<file path="src/rtl/mc_ctrl_fsm.sv">
// mc_ctrl_fsm: multicycle control FSM for the MIPS core.
// Sequences fetch/decode/execute/memory/writeback from the op/func fields of
// the latched IR, drives datapath write enables, mux selects and the memory
// request handshakes, counts retired instructions and flags illegal opcodes
// and memory timeouts.
//
// Ports:
//   clk, reset_n            clock (rising edge), async active-low reset
//   op, func                IR opcode / function fields
//   alu_zero                ALU equal flag (beq)
//   imem_ready, dmem_ready  memory handshakes
//   imem_req, dmem_req, dmem_we
//   pc_we, ir_we, reg_we    datapath write enables
//   alu_op, alu_src_b, ext_op, reg_dst, wd_sel, pc_src   mux selects
//   state                   current state
//   illegal                 one-cycle pulse on unknown instruction
//   bus_err                 sticky memory timeout flag
//   retired                 retired-instruction count
//
// state  | meaning
// IDLE   | after reset; parked here forever once bus_err is set
// FETCH  | instruction request, wait for imem_ready, latch IR, PC+4
// DECODE | resolve j/jal/jr, flag illegal, else go to EXEC
// EXEC   | ALU operation; beq resolves here
// MEM    | data access for lw/sw, wait for dmem_ready
// WB     | register file write

module mc_ctrl_fsm #(
    parameter int unsigned TIMEOUT = 16,
    parameter int unsigned CNT_W   = 32
) (
    input  logic             clk,
    input  logic             reset_n,
    input  logic [5:0]       op,
    input  logic [5:0]       func,
    input  logic             alu_zero,
    input  logic             imem_ready,
    input  logic             dmem_ready,
    output logic             imem_req,
    output logic             dmem_req,
    output logic             dmem_we,
    output logic             pc_we,
    output logic             ir_we,
    output logic             reg_we,
    output logic [2:0]       alu_op,
    output logic             alu_src_b,
    output logic             ext_op,
    output logic [1:0]       reg_dst,
    output logic [1:0]       wd_sel,
    output logic [1:0]       pc_src,
    output logic [2:0]       state,
    output logic             illegal,
    output logic             bus_err,
    output logic [CNT_W-1:0] retired
);

    localparam int unsigned WAIT_W = (TIMEOUT > 1) ? $clog2(TIMEOUT) : 1;
    localparam logic [WAIT_W-1:0] WAIT_LAST = WAIT_W'(TIMEOUT - 1);

    localparam logic [5:0] OP_RTYPE = 6'h00;
    localparam logic [5:0] OP_ORI   = 6'h0d;
    localparam logic [5:0] OP_LW    = 6'h23;
    localparam logic [5:0] OP_SW    = 6'h2b;
    localparam logic [5:0] OP_BEQ   = 6'h04;
    localparam logic [5:0] OP_LUI   = 6'h0f;
    localparam logic [5:0] OP_J     = 6'h02;
    localparam logic [5:0] OP_JAL   = 6'h03;
    localparam logic [5:0] FN_ADDU  = 6'h21;
    localparam logic [5:0] FN_SUBU  = 6'h23;
    localparam logic [5:0] FN_JR    = 6'h08;
    localparam logic [5:0] FN_SLL   = 6'h00;

    localparam logic [2:0] ALU_ADD = 3'd0;
    localparam logic [2:0] ALU_SUB = 3'd1;
    localparam logic [2:0] ALU_OR  = 3'd2;
    localparam logic [2:0] ALU_LUI = 3'd3;
    localparam logic [2:0] ALU_SLL = 3'd4;

    typedef enum logic [2:0] {
        S_IDLE   = 3'd0,
        S_FETCH  = 3'd1,
        S_DECODE = 3'd2,
        S_EXEC   = 3'd3,
        S_MEM    = 3'd4,
        S_WB     = 3'd5
    } state_t;

    state_t             state_q, state_d;
    logic [WAIT_W-1:0]  wait_q, wait_d;
    logic               bus_err_q, bus_err_d;
    logic [CNT_W-1:0]   retired_q;
    logic               retire;

    logic is_rtype, is_addu, is_subu, is_jr, is_sll, is_rcalc;
    logic is_ori, is_lw, is_sw, is_beq, is_lui, is_j, is_jal, is_legal;

    assign is_rtype = (op == OP_RTYPE);
    assign is_addu  = is_rtype && (func == FN_ADDU);
    assign is_subu  = is_rtype && (func == FN_SUBU);
    assign is_jr    = is_rtype && (func == FN_JR);
    assign is_sll   = is_rtype && (func == FN_SLL);
    assign is_rcalc = is_addu | is_subu | is_sll;
    assign is_ori   = (op == OP_ORI);
    assign is_lw    = (op == OP_LW);
    assign is_sw    = (op == OP_SW);
    assign is_beq   = (op == OP_BEQ);
    assign is_lui   = (op == OP_LUI);
    assign is_j     = (op == OP_J);
    assign is_jal   = (op == OP_JAL);
    assign is_legal = is_rcalc | is_jr | is_ori | is_lw | is_sw | is_beq
                    | is_lui | is_j | is_jal;

    // ALU selects shared by EXEC and MEM (MEM holds the address computation)
    logic [2:0] sel_alu_op;
    logic       sel_src_b;
    logic       sel_ext;

    always_comb begin
        sel_alu_op = ALU_ADD;
        sel_src_b  = 1'b0;
        sel_ext    = 1'b0;
        if (is_subu) begin
            sel_alu_op = ALU_SUB;
        end else if (is_sll) begin
            sel_alu_op = ALU_SLL;
        end else if (is_ori) begin
            sel_alu_op = ALU_OR;
            sel_src_b  = 1'b1;
        end else if (is_lui) begin
            sel_alu_op = ALU_LUI;
            sel_src_b  = 1'b1;
        end else if (is_lw || is_sw) begin
            sel_src_b  = 1'b1;
            sel_ext    = 1'b1;
        end else if (is_beq) begin
            sel_alu_op = ALU_SUB;
            sel_ext    = 1'b1;
        end
    end

    always_comb begin
        state_d   = state_q;
        wait_d    = '0;
        bus_err_d = bus_err_q;
        retire    = 1'b0;
        imem_req  = 1'b0;
        dmem_req  = 1'b0;
        dmem_we   = 1'b0;
        pc_we     = 1'b0;
        ir_we     = 1'b0;
        reg_we    = 1'b0;
        alu_op    = ALU_ADD;
        alu_src_b = 1'b0;
        ext_op    = 1'b0;
        reg_dst   = 2'd0;
        wd_sel    = 2'd0;
        pc_src    = 2'd0;
        illegal   = 1'b0;

        unique case (state_q)
            S_IDLE: begin
                if (!bus_err_q) state_d = S_FETCH;
            end
            S_FETCH: begin
                imem_req = 1'b1;
                if (imem_ready) begin
                    ir_we   = 1'b1;
                    pc_we   = 1'b1;
                    state_d = S_DECODE;
                end else if (wait_q == WAIT_LAST) begin
                    bus_err_d = 1'b1;
                    state_d   = S_IDLE;
                end else begin
                    wait_d = wait_q + WAIT_W'(1);
                end
            end
            S_DECODE: begin
                state_d = S_EXEC;
                if (!is_legal) begin
                    illegal = 1'b1;
                    state_d = S_FETCH;
                end else if (is_j || is_jal) begin
                    pc_we   = 1'b1;
                    pc_src  = 2'd2;
                    retire  = 1'b1;
                    state_d = S_FETCH;
                    if (is_jal) begin
                        // PC already advanced in FETCH, so it is the link value
                        reg_we  = 1'b1;
                        reg_dst = 2'd2;
                        wd_sel  = 2'd2;
                    end
                end else if (is_jr) begin
                    pc_we   = 1'b1;
                    pc_src  = 2'd3;
                    retire  = 1'b1;
                    state_d = S_FETCH;
                end
            end
            S_EXEC: begin
                alu_op    = sel_alu_op;
                alu_src_b = sel_src_b;
                ext_op    = sel_ext;
                if (is_beq) begin
                    pc_we   = alu_zero;
                    pc_src  = 2'd1;
                    retire  = 1'b1;
                    state_d = S_FETCH;
                end else if (is_lw || is_sw) begin
                    state_d = S_MEM;
                end else begin
                    state_d = S_WB;
                end
            end
            S_MEM: begin
                alu_op    = sel_alu_op;
                alu_src_b = sel_src_b;
                ext_op    = sel_ext;
                dmem_req  = 1'b1;
                dmem_we   = is_sw;
                if (dmem_ready) begin
                    if (is_sw) begin
                        retire  = 1'b1;
                        state_d = S_FETCH;
                    end else begin
                        state_d = S_WB;
                    end
                end else if (wait_q == WAIT_LAST) begin
                    bus_err_d = 1'b1;
                    state_d   = S_IDLE;
                end else begin
                    wait_d = wait_q + WAIT_W'(1);
                end
            end
            S_WB: begin
                reg_we  = 1'b1;
                reg_dst = is_rcalc ? 2'd1 : 2'd0;
                wd_sel  = is_lw ? 2'd1 : 2'd0;
                retire  = 1'b1;
                state_d = S_FETCH;
            end
            default: begin
                state_d = S_IDLE;
            end
        endcase
    end

    always_ff @(posedge clk or negedge reset_n) begin
        if (!reset_n) begin
            state_q   <= S_IDLE;
            wait_q    <= '0;
            bus_err_q <= 1'b0;
            retired_q <= '0;
        end else begin
            state_q   <= state_d;
            wait_q    <= wait_d;
            bus_err_q <= bus_err_d;
            if (retire) retired_q <= retired_q + CNT_W'(1);
        end
    end

    assign state   = state_q;
    assign bus_err = bus_err_q;
    assign retired = retired_q;

endmodule

</file>
<file path="config.mk">
export PLATFORM = sky130hd
export DESIGN_NAME = mc_ctrl_fsm
export DESIGN_NICKNAME = d
export VERILOG_FILES = /design/src/rtl/mc_ctrl_fsm.sv
export SDC_FILE = /design/constraint.sdc
export NUM_CORES = 1
export LEC_CHECK = 0
export CAP_MARGIN = 20
export CORE_ASPECT_RATIO = 2
export CORE_MARGIN = 3
export CORE_UTILIZATION = 48
export DETAILED_ROUTE_END_ITERATION = 7
export PLACE_DENSITY = 0.81
export SETUP_SLACK_MARGIN = 0.2
export SLEW_MARGIN = 5
export SYNTH_ARGS = -nofsm -noshare
export SYNTH_HDL_FRONTEND = slang
export SYNTH_SLANG_ARGS = --single-unit
</file>
<file path="constraint.sdc">
create_clock -name clk -period 2.55 [get_ports clk]
set_input_delay 0.51 -clock clk [delete_from_list [all_inputs] [get_ports clk]]
set_output_delay 0.51 -clock clk [all_outputs]
set_load 0.005 [all_outputs]
</file>
# ---- Word level (Yosys, flattened, before mapping)
# Index checks and enable logic that the tools add are counted.
dict set report word_totals {
  reg_bits 40
  inputBits 17
  out_inout_bits 54
  wordCells 117
}
dict set report op_classes {
  add_sub_neg 2
  n_eq_ne 19
  mux 70
  bitwise_logic 10
  n_reduce_logical 12
}
# operator count
set ops {}
lappend ops {{2-to-1 mux 1 bit} 38}
lappend ops {{adder 32 x 1 -> 32 bit, second input constant} 1}
lappend ops {{2-to-1 mux 3 bit} 9}
lappend ops {{equality test 6 bit, second input constant} 4}
lappend ops {{2-to-1 mux 2 bit} 11}
lappend ops {{equality test 6 x 4 -> 1 bit, second input constant} 3}
lappend ops {{one-hot mux 3 bit (6 select lines)} 1}
lappend ops {{equality test 6 x 2 -> 1 bit, second input constant} 2}
lappend ops {{zero test 6 bit} 2}
lappend ops {{2-to-1 mux 4 bit} 3}
lappend ops {{one-hot mux 2 bit (2 select lines)} 3}
lappend ops {{OR 1 bit} 10}
lappend ops {{one-hot mux 4 bit (2 select lines)} 1}
lappend ops {{equality test 3 x 2 -> 1 bit, second input constant} 2}
lappend ops {{equality test 3 bit, second input constant} 2}
lappend ops {{equality test 6 x 3 -> 1 bit, second input constant} 1}
lappend ops {{inequality test 2 bit, second input constant} 3}
lappend ops {{adder 4 x 1 -> 4 bit, second input constant} 1}
lappend ops {{equality test 4 bit, second input constant} 1}
lappend ops {{logical AND 1 bit} 4}
lappend ops {{one-hot mux 1 bit (2 select lines)} 2}
lappend ops {{one-hot mux 1 bit (4 select lines)} 1}
lappend ops {{equality test 3 x 1 -> 1 bit, second input constant} 1}
lappend ops {{zero test 3 bit} 1}
lappend ops {{other kinds (5)} 6}

# ---- Logic depth before layout (Yosys ltp)
dict set report depth {
  depth_word 14
  depth_mapped 7
  depth_no_buf 7
}

# ---- Worst setup path after synthesis
# Ideal clock, no wire load.
dict set report synth_path {
  path_kind {input-to-reg}
  from {input port op[4]}
  to {register retired_q[1] (netlist: retired[1])}
  setup_time_ps 125
  t_arrival_ps 2116
  t_required_ps 2425
  path_slack_ps 310
  cell_stages 6
  n_path_buf 1
  path_cell_list {or3b_1 > or3_4 > o211a_1 > buf_6 > a21oi_1 > mux2_2}
}
dict set report synth_between {
  elab_chain_cells 14
  word_cells_on_any_way 30
}
# element line
set synth_lines {}
lappend synth_lines {{start, declared} 34} ;# input logic [5:0] op,
lappend synth_lines {{zero test 6 bit} 97} ;# assign is_rtype = (op == OP_RTYPE);
lappend synth_lines {{logical AND 1 bit (on tied branches)} {98, 99}}
lappend synth_lines {{OR 1 bit (2 in a row)} 102} ;# assign is_rcalc = is_addu | is_subu | is_sll;
lappend synth_lines {{OR 1 bit (5 in a row)} 110} ;# assign is_legal = is_rcalc | is_jr | is_ori | is_lw | is_sw | is_beq
lappend synth_lines {{OR 1 bit (3 in a row)} 111} ;# | is_lui | is_j | is_jal;
lappend synth_lines {{2-to-1 mux 1 bit} 179} ;# if (!is_legal) begin
lappend synth_lines {{one-hot mux 1 bit (4 select lines) (*)} 160} ;# unique case (state_q)
lappend synth_lines {{end signal, assigned} 258} ;# if (retire) retired_q <= retired_q + CNT_W'(1);
lappend synth_lines {{end, declared} 91} ;# logic [CNT_W-1:0] retired_q;
# Mark *: on every way between the ends. The rest lies on a longest branch, timed or not.
# A chain may end at the register's enable or synchronous reset.

# ---- Worst setup path after layout
dict set report layout_path {
  from {input port func[3]}
  to {output port pc_we}
}
dict set report layout_between {
  elab_chain_cells 14
  word_cells_on_any_way 22
}
# element line
set layout_lines {}
lappend layout_lines {{start, declared} 35} ;# input logic [5:0] func,
lappend layout_lines {{equality test 6 bit (on tied branches)} {98, 99}}
lappend layout_lines {{logical AND 1 bit (on tied branches)} {98, 99}}
lappend layout_lines {{OR 1 bit (2 in a row)} 102}
lappend layout_lines {{OR 1 bit (5 in a row)} 110}
lappend layout_lines {{OR 1 bit (3 in a row)} 111}
lappend layout_lines {{2-to-1 mux 1 bit (*)} 179}
lappend layout_lines {{one-hot mux 1 bit (3 select lines) (*)} 160}
lappend layout_lines {{end, declared} 42} ;# output logic pc_we,
# Marks and branches as above.

==> flow_metrics.tcl <==
set metrics [dict create \
    finalNetCount 414 \
    cts_max_level 2 \
    violations "negative setup slack" \
    cp-start-kind "primary input" \
    numPortBuffers 70 \
    finalHoldViolations 0 \
    syn_to_final_growth_pct 63.73 \
    synth_seq_cells 40 \
    ir_worst_vdd_uv 552.5 \
    final_area_um2 3999 \
    clock.fmax_mhz 391.5 \
    clk_transition_reported_paths_ps 70 \
    routed_via_density 5.962 \
    routed_wl_um 8963 \
    r2r-start "state[2]" \
    num_io_pins 71 \
    p_seq_share_pct 32.8 \
    avgRoutedWirePerCell_um 19.92 \
    drtIter0Drc 148 \
    intPower_uw 1516 \
    cts.path.max_buffers 2 \
    syn_area_um2 2442 \
    leakagePower_uw 0.001755 \
    arrival_ps 2040 \
    crit_type "primary input to output port" \
    rows 36 \
    cts_hold_buf 0 \
    postRouteAntennaNets 0 \
    switchingPower_uw 838.5 \
    layout_setup_ws_ps -4.386 \
    synthCells 249 \
    dp_hpwl_um 5533 \
    hold_class "primary input to asynchronous set/reset pin" \
    setup_viol 1 \
    cts_tree "yes" \
    core-area_um2 4910 \
    grt_pass1_wl_um 13340 \
    ys_seq_area_share_pct 40.98 \
    synth_top_area_share_pct 40.98 \
    overflow 0 \
    die_w_um 56.44 \
    finalWeightedCongestion 0.9938 \
    async_reset_ff_share_pct 100.0 \
    path_delay_family "buffers and inverters" \
    skew_ps 6.307 \
    cp_cell_sequence "dlygate4sd2_1 -> nand4_1 -> a21oi_4 -> buf_6 -> buf_6 -> buf_6 -> a21oi_2 -> o21bai_1 -> buf_2" \
    fin_crit_ps 2554 \
    die_y_um 106.9 \
    worstRegToRegCells 7 \
    track_usage_pct 28.37 \
    status "finished with violations" \
    cpPeakStageDelay_ps 380 \
    die_area_um2 6032 \
    synth_nets 270 \
    cap_violations 0 \
    drcViolationCount 0 \
    cts_root_buf "clkbuf_8" \
    diodes 0 \
    grt_max_degree 41 \
    crit_required_ps 2040 \
    placedCellCount 412 \
    final_cells 450 \
    antenna_found_initial 0 \
    synth_edf_count 0 \
    num_vias 2683 \
    cts.sinks 40 \
    crit_path_end_kind "output port" \
    crit_buf_inv 5 \
    grt_pass1_vias 2744 \
    critPathMaxFanout 6 \
    post_synth.cell_area_avg_um2 9.809 \
    crit_top_cell "buf_6" \
    finish.utilization_pct 81.45 \
    swShare_pct 35.61 \
    rsz0062_at_grt "true" \
    slowest_stage "dlygate4sd2_1" \
    clkLatencyLatePin_ps 300 \
    synthTopCellsByArea "dfrtp_1 41%, xnor2_1 8.6%, o2111ai_1 4.3%, xor2_1 3.2%, o211ai_1 3.1%" \
    yosysTopAreaCell "dfrtp_1" \
    initial_core_util_pct 49.75 \
    rr_endpoint "retired[18]" \
    combPwrFrac_pct 48.1 \
    ys_warn_count 0 \
    power_density_nw_per_um2 588.8 \
    worstMarginPinSlew_ps 880.0 \
    maxSlewHeadroom_pct 41.34 \
    cts_buffers 5 \
    clockPowerShare_pct 19.2 \
    synth_flop_cell "dfrtp_1" \
    final_layout_size_suffix_gt1_share_pct 35.37 \
    ys_types 47 \
    worst-r2r-setup-slack_ps 380 \
    firstDrtPassIters 4 \
    post-route-period-util_pct 100.2 \
    place_area_um2 3533 \
    maxSlewViolCount 0 \
]
worst register-to-register path, cell delays in order, from the launching register on:
cell and delay [ps]:
dfrtp_2 450, nand3b_1 280, or3_4 400, buf_4 160
o211a_1 170, buf_12 160, a2111oi_4 300, xor2_1 180
registers in the layout (all words and copies together), names as in the netlist:
name	flops
state	3
retired	32
wait_q	4
bus_err	1
worst max path at each step:
stage | cells past startpoint | end | slack [ps] | from
after detailed placement | 7 | pc_we | -530 | op[2]
after global routing | 11 | pc_we | -40 | op[2]
final | 9 | pc_we | -4 | func[3]
after floorplan | 6 | retired[1] | 310 | op[4]
after global placement | 7 | pc_we | -500 | op[2]
after CTS | 12 | pc_we | 120 | op[5]
layout by cell type, fill, tap and decap left out, drive strengths merged, types with 3 or more instances in the layout:
cell type      netlist  layout
nand2               11      11
buf                  4      90
o2111ai             12      12
a21oi               13      13
dfrtp               40      40
nand3               12      12
nor2                 9       9
o21ai                5       5
nor2b                5       5
xor2                 9       9
o211ai              10      10
ha                   4       4
and3                11      11
nand4                6       6
nor3                13      13
clkdlybuf4s50        0      39
clkbuf               4      11
nand2b               3       3
and2                 7       7
and4                 4       4
dlygate4sd2          0       8
a211oi               6       6
xnor2               24      24
inv                  9       9
Yosys cell counts, types with 2 or more instances:
cell / count
and4_1: 4
a211oi_1: 6
xnor2_1: 24
nor2b_1: 5
nor4_1: 2
ha_1: 4
buf_2: 2
o211ai_1: 10
nor3_1: 13
o2111ai_1: 12
and3_1: 11
inv_1: 9
nand3_1: 12
nand4_1: 6
dfrtp_1: 40
and2_1: 7
o21ai_0: 5
nor2_1: 9
a21oi_1: 13
xor2_1: 9
a2111oi_4: 2
o21bai_1: 2
nand2_1: 11
and3b_1: 2
nand3b_1: 2
clkbuf_1: 4
nand2b_1: 3
final cells by class:
cell class | count | area [µm²]
Fill cell | 297 | 910.9
Tap cell | 57 | 71.32
Clock buffer | 7 | 96.34
Inverter | 9 | 33.78
Sequential cell | 40 | 1005
Timing Repair Buffer | 145 | 1266
Multi-Input combinational cell | 192 | 1526
timing repair:
item                                    4_1_cts  5_1_grt
buffers inserted                             20       11
pin swaps                                    14       13
gates resized for setup                      99       43
endpoints found under the setup margin       49       15
power groups by stage:
stage                     sequential (µW)  combinational (µW)  clock [µW]
after floorplan                       781                 356           0
after detailed placement              788                 847           0
after global routing                  779                1210         485
final                                 772                1130         451
after global placement                786                 835           0
after CTS                             761                 966         461
cell families (layout without fill, tap and decap cells):
family                   count (synthesis)  in the layout  synth area share [%]
adder cells (fa/ha/maj)                  4              4                 2.049
flip-flops                              40             40                 40.98
AO/OA/AOI/OAI                           58             58                 18.49
multiplexers                             1              1                0.4610
XOR/XNOR                                33             33                 11.83
AND/OR/NAND/NOR                         96             96                 23.00
buffers and inverters                   17            161                 3.176
per-layer routing:
metal  track usage [%]  wire, µm  up-vias
met5                 0         0        -
met4             18.85       549        0
met3             3.253       435       38
met2             51.66      4847      119
met1             29.40      3131     1306
li1                  -         -     1220
through the flow:
step | hold WS, ps | setup WS (ps) | total power [µW] | TNS [ps]
2_1_floorplan | 214.4 | 309.6 | 1138 | 0
3_3_place_gp | 466.0 | -497.3 | 1622 | -11550
3_5_place_dp | 471.8 | -530.9 | 1634 | -12140
4_1_cts | 350.7 | 115.6 | 2189 | 0
5_1_grt | 389.5 | -35.60 | 2474 | -35.60
6_report | 322.3 | -4.386 | 2355 | -4.386
No activity file was read; power rests on OpenSTA's default activity.
